`config.mk`:
```
export PLATFORM = sky130hd
export DESIGN_NAME = exe_stage
export DESIGN_NICKNAME = d
export VERILOG_FILES = /design/src/rtl/exe_stage.sv
export SDC_FILE = /design/constraint.sdc
export NUM_CORES = 2
export LEC_CHECK = 0
export ABC_AREA = 1
export BUFFER_PORTS_ARGS = -buffer_cell sky130_fd_sc_hd__buf_2
export CAP_MARGIN = 20
export CORE_MARGIN = 3
export CORE_UTILIZATION = 48
export CTS_CLUSTER_SIZE = 10
export DETAILED_ROUTE_END_ITERATION = 10
export HOLD_SLACK_MARGIN = 0.1
export PLACE_DENSITY = 0.63
export RECOVER_POWER = 25
export REMOVE_ABC_BUFFERS = 1
export SLEW_MARGIN = 25
export SYNTH_ARGS = -nofsm -noshare
export SYNTH_HDL_FRONTEND = slang
export SYNTH_HIERARCHICAL = 1
export SYNTH_SLANG_ARGS = --single-unit
```
`constraint.sdc`:
```
create_clock -name clk -period 15.7 [get_ports clk]
set_input_delay 0.785 -clock clk [delete_from_list [all_inputs] [get_ports clk]]
set_output_delay 0.785 -clock clk [all_outputs]
set_load 0.05 [all_outputs]
```
`src/rtl/exe_stage.sv`:
```
// LoongArch EXE stage: ID->EXE pipe register, ALU / 33x33 multiply / radix-2 divide, forwarding to ID.
// Latency: ALU and multiply 1 cycle in EXE; divide holds EXE for 1 IDLE + DIV_CYCLES BUSY cycles.
// Backpressure: valid/allowin; allowin drops while a divide is in flight or MEM refuses the result.

module alu (
    input  logic [11:0] alu_op,
    input  logic [31:0] alu_src1,
    input  logic [31:0] alu_src2,
    output logic [31:0] alu_result
);
    // Single-cycle ALU, one-hot op: {lui,sra,srl,sll,xor,or,nor,and,sltu,slt,sub,add}.
    // Latency: combinational.
    // Backpressure: none; the enclosing stage owns the handshake.

    logic        op_add, op_sub, op_slt, op_sltu, op_and, op_nor;
    logic        op_or, op_xor, op_sll, op_srl, op_sra, op_lui;
    logic        adder_sub;
    logic [31:0] adder_b;
    logic [32:0] adder_out;
    logic        slt_res, sltu_res;
    logic [31:0] sll_res, srl_res, sra_res;

    assign {op_lui, op_sra, op_srl, op_sll, op_xor, op_or,
            op_nor, op_and, op_sltu, op_slt, op_sub, op_add} = alu_op;

    // Compares share the adder in subtract mode; carry-out gives the unsigned borrow.
    assign adder_sub = op_sub | op_slt | op_sltu;
    assign adder_b   = adder_sub ? ~alu_src2 : alu_src2;
    assign adder_out = {1'b0, alu_src1} + {1'b0, adder_b} + {32'd0, adder_sub};

    assign slt_res  = (alu_src1[31] & ~alu_src2[31])
                    | (~(alu_src1[31] ^ alu_src2[31]) & adder_out[31]);
    assign sltu_res = ~adder_out[32];

    assign sll_res = alu_src1 << alu_src2[4:0];
    assign srl_res = alu_src1 >> alu_src2[4:0];
    assign sra_res = $signed(alu_src1) >>> alu_src2[4:0];

    always_comb begin
        alu_result = '0;
        if (op_add | op_sub) alu_result = adder_out[31:0];
        if (op_slt)          alu_result = {31'd0, slt_res};
        if (op_sltu)         alu_result = {31'd0, sltu_res};
        if (op_and)          alu_result = alu_src1 & alu_src2;
        if (op_nor)          alu_result = ~(alu_src1 | alu_src2);
        if (op_or)           alu_result = alu_src1 | alu_src2;
        if (op_xor)          alu_result = alu_src1 ^ alu_src2;
        if (op_sll)          alu_result = sll_res;
        if (op_srl)          alu_result = srl_res;
        if (op_sra)          alu_result = sra_res;
        if (op_lui)          alu_result = alu_src2;
    end
endmodule

module exe_stage #(
    parameter int DIV_CYCLES = 32
) (
    input  logic        clk,
    input  logic        reset,
    input  logic        id_to_exe_valid,
    output logic        exe_allowin,
    input  logic [31:0] id_pc,
    input  logic [11:0] id_alu_op,
    input  logic [31:0] id_alu_src1,
    input  logic [31:0] id_alu_src2,
    input  logic [6:0]  id_md_op,
    input  logic [5:0]  id_rf_all,
    input  logic        id_res_from_mem,
    input  logic        id_mem_we,
    input  logic [31:0] id_rkd_value,
    input  logic        mem_allowin,
    output logic        exe_to_mem_valid,
    output logic [31:0] exe_pc,
    output logic [31:0] exe_result,
    output logic        exe_res_from_mem,
    output logic        exe_mem_we,
    output logic [31:0] exe_rkd_value,
    output logic [5:0]  exe_rf_all,
    output logic [37:0] exe_fwd,
    output logic        exe_is_load
);
    // Execute stage proper: pipe register plus result select over alu / mul / div.
    // Latency: 1 cycle for ALU and multiply; a divide presents its result 33 cycles after entering EXE.
    // Backpressure: exe_allowin = ~exe_valid | (ready_go & mem_allowin); results hold until MEM takes them.

    localparam int CW = $clog2(DIV_CYCLES);
    localparam logic [CW-1:0] CNT_LAST = CW'(DIV_CYCLES - 1);

    typedef enum logic [1:0] {
        DIV_IDLE = 2'd0,
        DIV_BUSY = 2'd1,
        DIV_DONE = 2'd2
    } div_state_t;

    logic        exe_valid;
    logic [31:0] pc_r;
    logic [11:0] alu_op_r;
    logic [31:0] src1_r;
    logic [31:0] src2_r;
    logic [6:0]  md_op_r;
    logic [5:0]  rf_all_r;
    logic        res_from_mem_r;
    logic        mem_we_r;
    logic [31:0] rkd_r;

    logic        accept;
    logic        is_div;
    logic        div_signed;
    logic        ready_go;

    div_state_t  div_state, div_state_nxt;
    logic [CW-1:0] count;
    logic [31:0] div_q;
    logic [31:0] div_r;
    logic [31:0] div_b;
    logic        qsign;
    logic        rsign;
    logic [31:0] a_abs, b_abs;
    logic [32:0] rq;
    logic [32:0] diff;
    logic        ge;
    logic        div_by_zero;
    logic [31:0] quotient, remainder;

    logic        mul_signed;
    logic [63:0] mul_a, mul_b, mul_prod;
    logic [31:0] alu_result;

    assign is_div     = exe_valid & (|md_op_r[6:3]);
    assign div_signed = md_op_r[3] | md_op_r[4];
    assign ready_go   = ~is_div | (div_state == DIV_DONE);

    assign exe_allowin      = ~exe_valid | (ready_go & mem_allowin);
    assign exe_to_mem_valid = exe_valid & ready_go;
    assign accept           = id_to_exe_valid & exe_allowin;

    always_ff @(posedge clk) begin
        if (reset) begin
            exe_valid <= 1'b0;
            rf_all_r  <= '0;
        end else begin
            if (exe_allowin) exe_valid <= id_to_exe_valid;
            if (accept)      rf_all_r  <= id_rf_all;
        end
    end

    always_ff @(posedge clk) begin
        if (accept) begin
            pc_r           <= id_pc;
            alu_op_r       <= id_alu_op;
            src1_r         <= id_alu_src1;
            src2_r         <= id_alu_src2;
            md_op_r        <= id_md_op;
            res_from_mem_r <= id_res_from_mem;
            mem_we_r       <= id_mem_we;
            rkd_r          <= id_rkd_value;
        end
    end

    alu u_alu (
        .alu_op     (alu_op_r),
        .alu_src1   (src1_r),
        .alu_src2   (src2_r),
        .alu_result (alu_result)
    );

    // 33x33 product: only the low 64 bits are ever used, so it is formed directly at 64 bits.
    assign mul_signed = md_op_r[1];
    assign mul_a      = {{32{mul_signed & src1_r[31]}}, src1_r};
    assign mul_b      = {{32{mul_signed & src2_r[31]}}, src2_r};
    assign mul_prod   = mul_a * mul_b;

    always_ff @(posedge clk) begin
        if (reset) div_state <= DIV_IDLE;
        else       div_state <= div_state_nxt;
    end

    always_comb begin
        div_state_nxt = div_state;
        case (div_state)
            DIV_IDLE: if (is_div)            div_state_nxt = DIV_BUSY;
            DIV_BUSY: if (count == CNT_LAST) div_state_nxt = DIV_DONE;
            DIV_DONE: if (mem_allowin)       div_state_nxt = DIV_IDLE;
            default:                         div_state_nxt = DIV_IDLE;
        endcase
    end

    assign a_abs = (div_signed & src1_r[31]) ? (~src1_r + 32'd1) : src1_r;
    assign b_abs = (div_signed & src2_r[31]) ? (~src2_r + 32'd1) : src2_r;

    // Restoring step. rq < 2*div_b, so rq[32] set already implies rq >= div_b.
    assign rq   = {div_r, div_q[31]};
    assign diff = rq - {1'b0, div_b};
    assign ge   = rq[32] | ~diff[32];

    always_ff @(posedge clk) begin
        if (reset) begin
            count <= '0;
        end else if (div_state == DIV_IDLE && is_div) begin
            count <= '0;
            div_q <= a_abs;
            div_r <= '0;
            div_b <= b_abs;
            qsign <= div_signed & (src1_r[31] ^ src2_r[31]);
            rsign <= div_signed & src1_r[31];
        end else if (div_state == DIV_BUSY) begin
            div_q <= {div_q[30:0], ge};
            div_r <= ge ? diff[31:0] : rq[31:0];
            count <= count + CW'(1);
        end
    end

    // Divide by zero reports all-ones / the untouched dividend, bypassing sign fixup.
    assign div_by_zero = (div_b == 32'd0);
    assign quotient    = div_by_zero ? 32'hFFFF_FFFF : (qsign ? (~div_q + 32'd1) : div_q);
    assign remainder   = div_by_zero ? src1_r        : (rsign ? (~div_r + 32'd1) : div_r);

    always_comb begin
        exe_result = alu_result;
        if (md_op_r[0])                    exe_result = mul_prod[31:0];
        else if (md_op_r[1] | md_op_r[2])  exe_result = mul_prod[63:32];
        else if (md_op_r[3] | md_op_r[5])  exe_result = quotient;
        else if (md_op_r[4] | md_op_r[6])  exe_result = remainder;
    end

    assign exe_pc           = pc_r;
    assign exe_rkd_value    = rkd_r;
    assign exe_rf_all       = rf_all_r;
    // MEM fires the SRAM request straight from these, so they must be dead during stalls and bubbles.
    assign exe_res_from_mem = res_from_mem_r & exe_to_mem_valid;
    assign exe_mem_we       = mem_we_r & exe_to_mem_valid;
    assign exe_is_load      = exe_valid & res_from_mem_r;
    assign exe_fwd          = {exe_valid & rf_all_r[5] & ready_go, rf_all_r[4:0], exe_result};
endmodule
```
Word-level counts from Yosys, hierarchy flattened

Cells that the tools add are included.

Register bits after elaboration: 261
RAM bits: 0
Bits in latches: 0
Output and inout bits: 145
Word-level logic and storage cells: 117
Memory bits (read-only): 0
Memories kept: 0

Bitwise gates (word level): 43
Multipliers: 1
Divide/modulo/power cells: 0
Reduce and logical (&&, ||, !) cells: 9
Equal/unequal tests: 6
$add $sub $neg: 8
Shift-type cells: 3
Mux-type cells: 30
Magnitude comparators: 0

Operators with widths:

| cell                                           | number |
|---|---|
| two-way mux 32 bit                             | 26 |
| NOT 32 bit                                     | 5 |
| adder 32 x 1 -> 32 bit (second input constant) | 4 |
| multiplier 33 x 33 -> 64 bit                   | 1 |
| adder 32 x 32 -> 33 bit                        | 1 |
| adder 33 x 1 -> 33 bit                         | 1 |
| subtractor 33 x 32 -> 33 bit                   | 1 |
| bitwise AND 32 bit                             | 1 |
| logical NOT 32 bit                             | 1 |
| bitwise OR 32 bit                              | 1 |
| left shift 32 x 5 -> 32 bit                    | 1 |
| >> shifter 32 x 5 -> 32 bit                    | 1 |
| >>> shifter 32 x 5 -> 32 bit                   | 1 |
| bitwise XOR 32 bit                             | 1 |
| bitwise AND 1 bit                              | 16 |
| bitwise OR 1 bit                               | 11 |
| NOT 1 bit                                      | 7 |
| two-way mux 2 bit                              | 3 |
| != test 2 bit (second input constant)          | 3 |
| one-hot mux 2 bit (3 select lines)             | 1 |
| adder 5 x 1 -> 5 bit (second input constant)   | 1 |
| equality test 5 bit (second input constant)    | 1 |
| AND reduction 2 bit                            | 2 |
| OR reduction 4 bit                             | 1 |
| other kinds (8)                                | 8 |

Depth between registers and ports, before layout

Word-level depth: 21
Mapped depth: 38
Mapped depth without buffers: 35

Hierarchy

The synthesis kept the hierarchy.

Modules (own cells, without submodules):

| module    | seq. area each (um^2) | area each (um^2) | times used | cells an instance |
|---|---|---|---|---|
| exe_stage | 7697.4                | 56736.9          | 1          | 7233 |
| alu       | 0.0                   | 9077.5           | 1          | 1784 |

Least setup slack after synthesis

No wires, ideal clock.

Kind: register -> output
Start: register src1_r[31]
End: output port exe_result[31]
Data required time: 14915 ps
Data arrival time: 8683 ps
Stages on the path, launching flop included: 31
Slack: 6232 ps
Path through: edfxtp_1 buf_2 nand2_1 clkbuf_1 buf_1 nor2_1 fa_1 inv_1 fa_1 inv_1 fa_1 inv_1 fa_1 fa_1 fa_1 fa_1 fa_1 inv_1 ha_1 nand2_1 nor2_1 nand2_1 nor4_1 and2_1 a21oi_1 nand2_1 nand2_1 nor2_1 nor2_1 nor2_1 buf_4

Word-level cells in the longest chain between the ends: 17
Elaborated cells on any way between the ends: 27

RTL lines:

| item                    | RTL line | source |
|---|---|---|
| from (decl)             | 98       | `logic [31:0] src1_r;` |
| from (signal assigned)  | 151      | `src1_r <= id_alu_src1;` |
| adder 32 x 32 -> 33 bit | 29       | `assign adder_out = {1'b0, alu_src1} + {1'b0, adder_b} + {32'd0, adder_sub};` |
| adder 33 x 1 -> 33 bit  | 29       |  |
| two-way mux 32 bit      | 41       | `if (op_add \| op_sub) alu_result = adder_out[31:0];` |
| two-way mux 32 bit      | 42       | `if (op_slt) alu_result = {31'd0, slt_res};` |
| two-way mux 32 bit      | 43       | `if (op_sltu) alu_result = {31'd0, sltu_res};` |
| two-way mux 32 bit      | 44       | `if (op_and) alu_result = alu_src1 & alu_src2;` |
| two-way mux 32 bit      | 45       | `if (op_nor) alu_result = ~(alu_src1 \| alu_src2);` |
| two-way mux 32 bit      | 46       | `if (op_or) alu_result = alu_src1 \| alu_src2;` |
| two-way mux 32 bit      | 47       | `if (op_xor) alu_result = alu_src1 ^ alu_src2;` |
| two-way mux 32 bit      | 48       | `if (op_sll) alu_result = sll_res;` |
| two-way mux 32 bit      | 49       | `if (op_srl) alu_result = srl_res;` |
| two-way mux 32 bit      | 50       | `if (op_sra) alu_result = sra_res;` |
| two-way mux 32 bit      | 51       | `if (op_lui) alu_result = alu_src2;` |
| two-way mux 32 bit      | 223      | `else if (md_op_r[4] \| md_op_r[6]) exe_result = remainder;` |
| two-way mux 32 bit      | 222      | `else if (md_op_r[3] \| md_op_r[5]) exe_result = quotient;` |
| two-way mux 32 bit      | 221      | `else if (md_op_r[1] \| md_op_r[2]) exe_result = mul_prod[63:32];` |
| two-way mux 32 bit (*)  | 220      | `if (md_op_r[0]) exe_result = mul_prod[31:0];` |
| to (decl)               | 74       | `output logic [31:0] exe_result,` |

Every way passes the cells marked *; elsewhere a longest branch is shown, timed or not.

Final worst setup path

Start: register src2_r[0]
End: output port exe_result[26]

Word-level cells in the longest chain between the ends: 19
Elaborated cells on any way between the ends: 23

RTL lines:

| item                    | RTL line | source |
|---|---|---|
| from (decl)             | 99       | `logic [31:0] src2_r;` |
| from (signal assigned)  | 152      | `src2_r <= id_alu_src2;` |
| NOT 32 bit              | 28       | `assign adder_b = adder_sub ? ~alu_src2 : alu_src2;` |
| two-way mux 32 bit      | 28       |  |
| adder 32 x 32 -> 33 bit | 29       |  |
| adder 33 x 1 -> 33 bit  | 29       |  |
| two-way mux 32 bit      | 41       |  |
| two-way mux 32 bit      | 42       |  |
| two-way mux 32 bit      | 43       |  |
| two-way mux 32 bit      | 44       |  |
| [... 3 more ...]        | --       |  |
| two-way mux 32 bit      | 48       |  |
| two-way mux 32 bit      | 49       |  |
| two-way mux 32 bit      | 50       |  |
| two-way mux 32 bit      | 51       |  |
| two-way mux 32 bit      | 223      |  |
| two-way mux 32 bit      | 222      |  |
| two-way mux 32 bit      | 221      |  |
| two-way mux 32 bit (*)  | 220      |  |

Marks and branches as above.

==> flow_metrics.py <==
metrics = {
    "run_status": {
        "status": "complete, but fails checks",
        "violations": "max-capacitance violations, max-slew violations",
    },
    "timing": {
        "slew_headroom": -1.16,
        "slew_violations": 109,
        "rsz0062_at_grt": "no",
        "fin_skew_ns": 0.0754,
        "setup_ws_ns": 3.38,
        "period_needed_ns": 12.32,
        "fin_crit_sh": 0.785,
        "worst_pin_slew_ns": 3.24,
        "fmax_mhz": 81.2,
        "setup-violations-final": 0,
        "setup_tns_ns": 0,
        "hold_viol_final": 0,
    },
    "floorplan": {
        "die_y_um": 376,
        "initial_utilization": 0.485,
        "core_sq_mm": 0.136,
        "rows": 135,
        "io_pins": 304,
        "die-area_sq_mm": 0.142,
        "die_w_um": 376,
    },
    "placed_design": {
        "place_congestion": 1.04,
        "dp_hpwl_um": 204000,
        "io_buffers": 303,
        "pre_cts_ws_ns": 5.81,
    },
    "synthesis": {
        "ys_ff_latch": 261,
        "yosys_most_used_dff": "edfxtp_1",
        "ys_warn_count": 6,
        "synth_seq_area_share": 0.117,
        "yosys.area.top_type": "fa_1",
        "synth.distinct_cells": 72,
        "synth_cells": 9017,
        "synth-edff-count": 247,
        "yosysTopAreaCellShare": 0.343,
        "avgSynthCellArea_sq_um": 7.30,
        "synth-async-reset-ratio": 0,
        "syn_area_sq_mm": 0.0658,
        "synth.area.top_cells": "fa_1 34%, nand2_1 14%, inv_1 12%",
    },
    "setup_path": {
        "r2r_cells": 8,
        "critPathArrivalTime_ns": 11.53,
        "cp_top_family": "adder cells",
        "crit_required_ns": 14.91,
        "crit_type": "register to output pin",
        "cpPeakStageDelay_ns": 1.92,
        "regToRegSetupSlack_ns": 10.94,
        "critPathBufInv": 8,
        "reg2reg_to": "div_q[9]$_DFFE_PP_",
        "r2r_start": "src1_r[31]$_DFFE_PP_",
        "cp_max_fo": 35,
        "crit_path_start_kind": "register",
        "cp-end-kind": "output pin",
        "cpMaxStageDelayCell": "clkbuf_1",
        "cp_common_cell": "nand2_1",
    },
    "final_layout": {
        "seq_area_sq_mm": 0.00770,
        "area_growth_pct": 5.73,
        "fillerInstances": 13700,
        "num-nets-final": 10600,
        "multi_input_area_sq_mm": 0.0481,
        "drive_above_1_share": 0.0644,
    },
    "routing": {
        "via_count": 60800,
        "via_per_inst": 5.63,
        "wl_um": 267000,
        "first_pass_iters": 6,
        "ant_nets": 0,
        "drc_errors": 0,
        "drt_iter0_markers": 6817,
        "wire_per_inst_um": 24.7,
    },
    "clock_network": {
        "post_cts_resized": 0,
        "insertion_delay_ns": 0.65,
        "cts_tree": "yes",
        "cts_hold_buf": 0,
        "cts_sinks": 261,
        "cts_max_path_buffers": 3,
        "post-cts-setup-buffers": 0,
        "cts_buffers": 40,
        "htree_num_levels": 2,
        "cts-root-buf": "clkbuf_16",
        "path_clk_slew_ns": 0.07,
    },
    "min_path": {
        "min_from": "id_alu_src1[1]",
        "min_to": "src1_r[1]$_DFFE_PP_",
        "whs_path_depth": 1,
        "min_path_type": "input pin to register",
    },
    "grt": {
        "grt_max_degree": 79,
        "grt_overflow": 0,
        "grt_pass1_vias": 62000,
        "grt_pass1_wl_um": 398000,
        "antenna_found_initial": 4,
        "grt_use_total": 0.379,
    },
    "run": {
        "drv_cap": 3,
    },
}
## cell families (layout without fill, tap and decap cells)
logic type	after synthesis	in the layout	share of synthesized area
flip-flops	261	261	0.117
buffers and inverters	2578	2586	0.153
AND/OR/NAND/NOR	3566	3566	0.218
XOR/XNOR	145	145	0.0194
adder cells (fa/ha/maj)	1476	1476	0.409
multiplexers	4	4	0.000608
AO/OA/AOI/OAI	987	987	0.0830
other	0	2	0
## flip-flops by register name, indices dropped and copies added (netlist names), 7 cells and up
name,flops
div_q,32
src1_r,32
md_op_r,7
src2_r,32
alu_op_r,12
exe_pc,32
div_b,32
div_r,32
exe_rkd_value,32
## cell usage in the layout, fill, tap and decap left out, drive strengths merged, types with 61 or more instances in the layout
| cell | n |
|---|---|
| ha | 349 |
| xor2 | 127 |
| edfxtp | 247 |
| buf | 389 |
| nor2 | 555 |
| clkbuf | 72 |
| nand3 | 312 |
| fa | 1127 |
| a21oi | 399 |
| o21ai | 429 |
| nand2 | 2543 |
| inv | 2100 |
| nand4 | 61 |
## layout make-up
type	instances	area share
diodes	2	0.0000719
clock buffers	46	0.0149
clock inverters	20	0.00369
inverters	2105	0.114
multi-input cells	6178	0.691
flip-flops and latches	261	0.111
well taps	1781	0.0320
repair buffers	415	0.0336
## metal layers
metal  vias to the layer above  part of all wire  track usage
li1                      26800                 -            -
met1                     30000              0.40        0.504
met2                      3413              0.44        0.599
met3                       668              0.10       0.0701
met4                         4             0.059        0.180
met5                         -          0.000094            0
## worst max path at each step
stage,startpoint,end,cells past startpoint
global route,src2_r[0]$_DFFE_PP_,exe_result[26],31
CTS,src2_r[0]$_DFFE_PP_,exe_result[26],31
finish,src2_r[0]$_DFFE_PP_,exe_result[26],31
detailed placement,md_op_r[1]$_DFFE_PP_,exe_result[30],31
floorplan,src2_r[0]$_DFFE_PP_,exe_fwd[31],26
global placement,md_op_r[1]$_DFFE_PP_,exe_fwd[30],31
## synthesized netlist by cell type (6+ instances only)
library cell and number:
nand2_1 2527, inv_1 2066, fa_1 1127, nor2_1 537
a21oi_1 392, ha_1 349, o21ai_0 306, nand3_1 304
clkbuf_1 290, edfxtp_1 247, xor2_1 126, o21ai_1 106
buf_1 71, nand4_1 61, buf_2 51, buf_4 43
o211ai_1 42, nor3_1 38, inv_2 30, o21bai_1 25
o22ai_1 18, xnor2_1 18, buf_6 17, o21ai_2 16
a31oi_1 15, dfxtp_1 14, nand2_2 14, nand3b_1 14
nor2_2 12, o21a_1 10, or2_2 10, nor4_1 9
a21o_1 7, a21oi_2 7, a311oi_1 7, nand3_2 7
nor3_2 7, o221ai_1 6
## metrics by stage
step	utilization	area, sq um	hold slack [ns]	std cells
3_3_place_gp	0.503	68300	0.455	10700
2_1_floorplan	-	63700	0.445	8544
5_1_grt	0.512	69600	0.299	10800
4_1_cts	0.512	69600	0.267	10800
3_5_place_dp	0.503	68300	0.466	10700
6_report	0.512	69600	0.302	10800
Power is not shown: default switching activity piles up to over one toggle a cycle in this logic, so the estimate is an artifact.
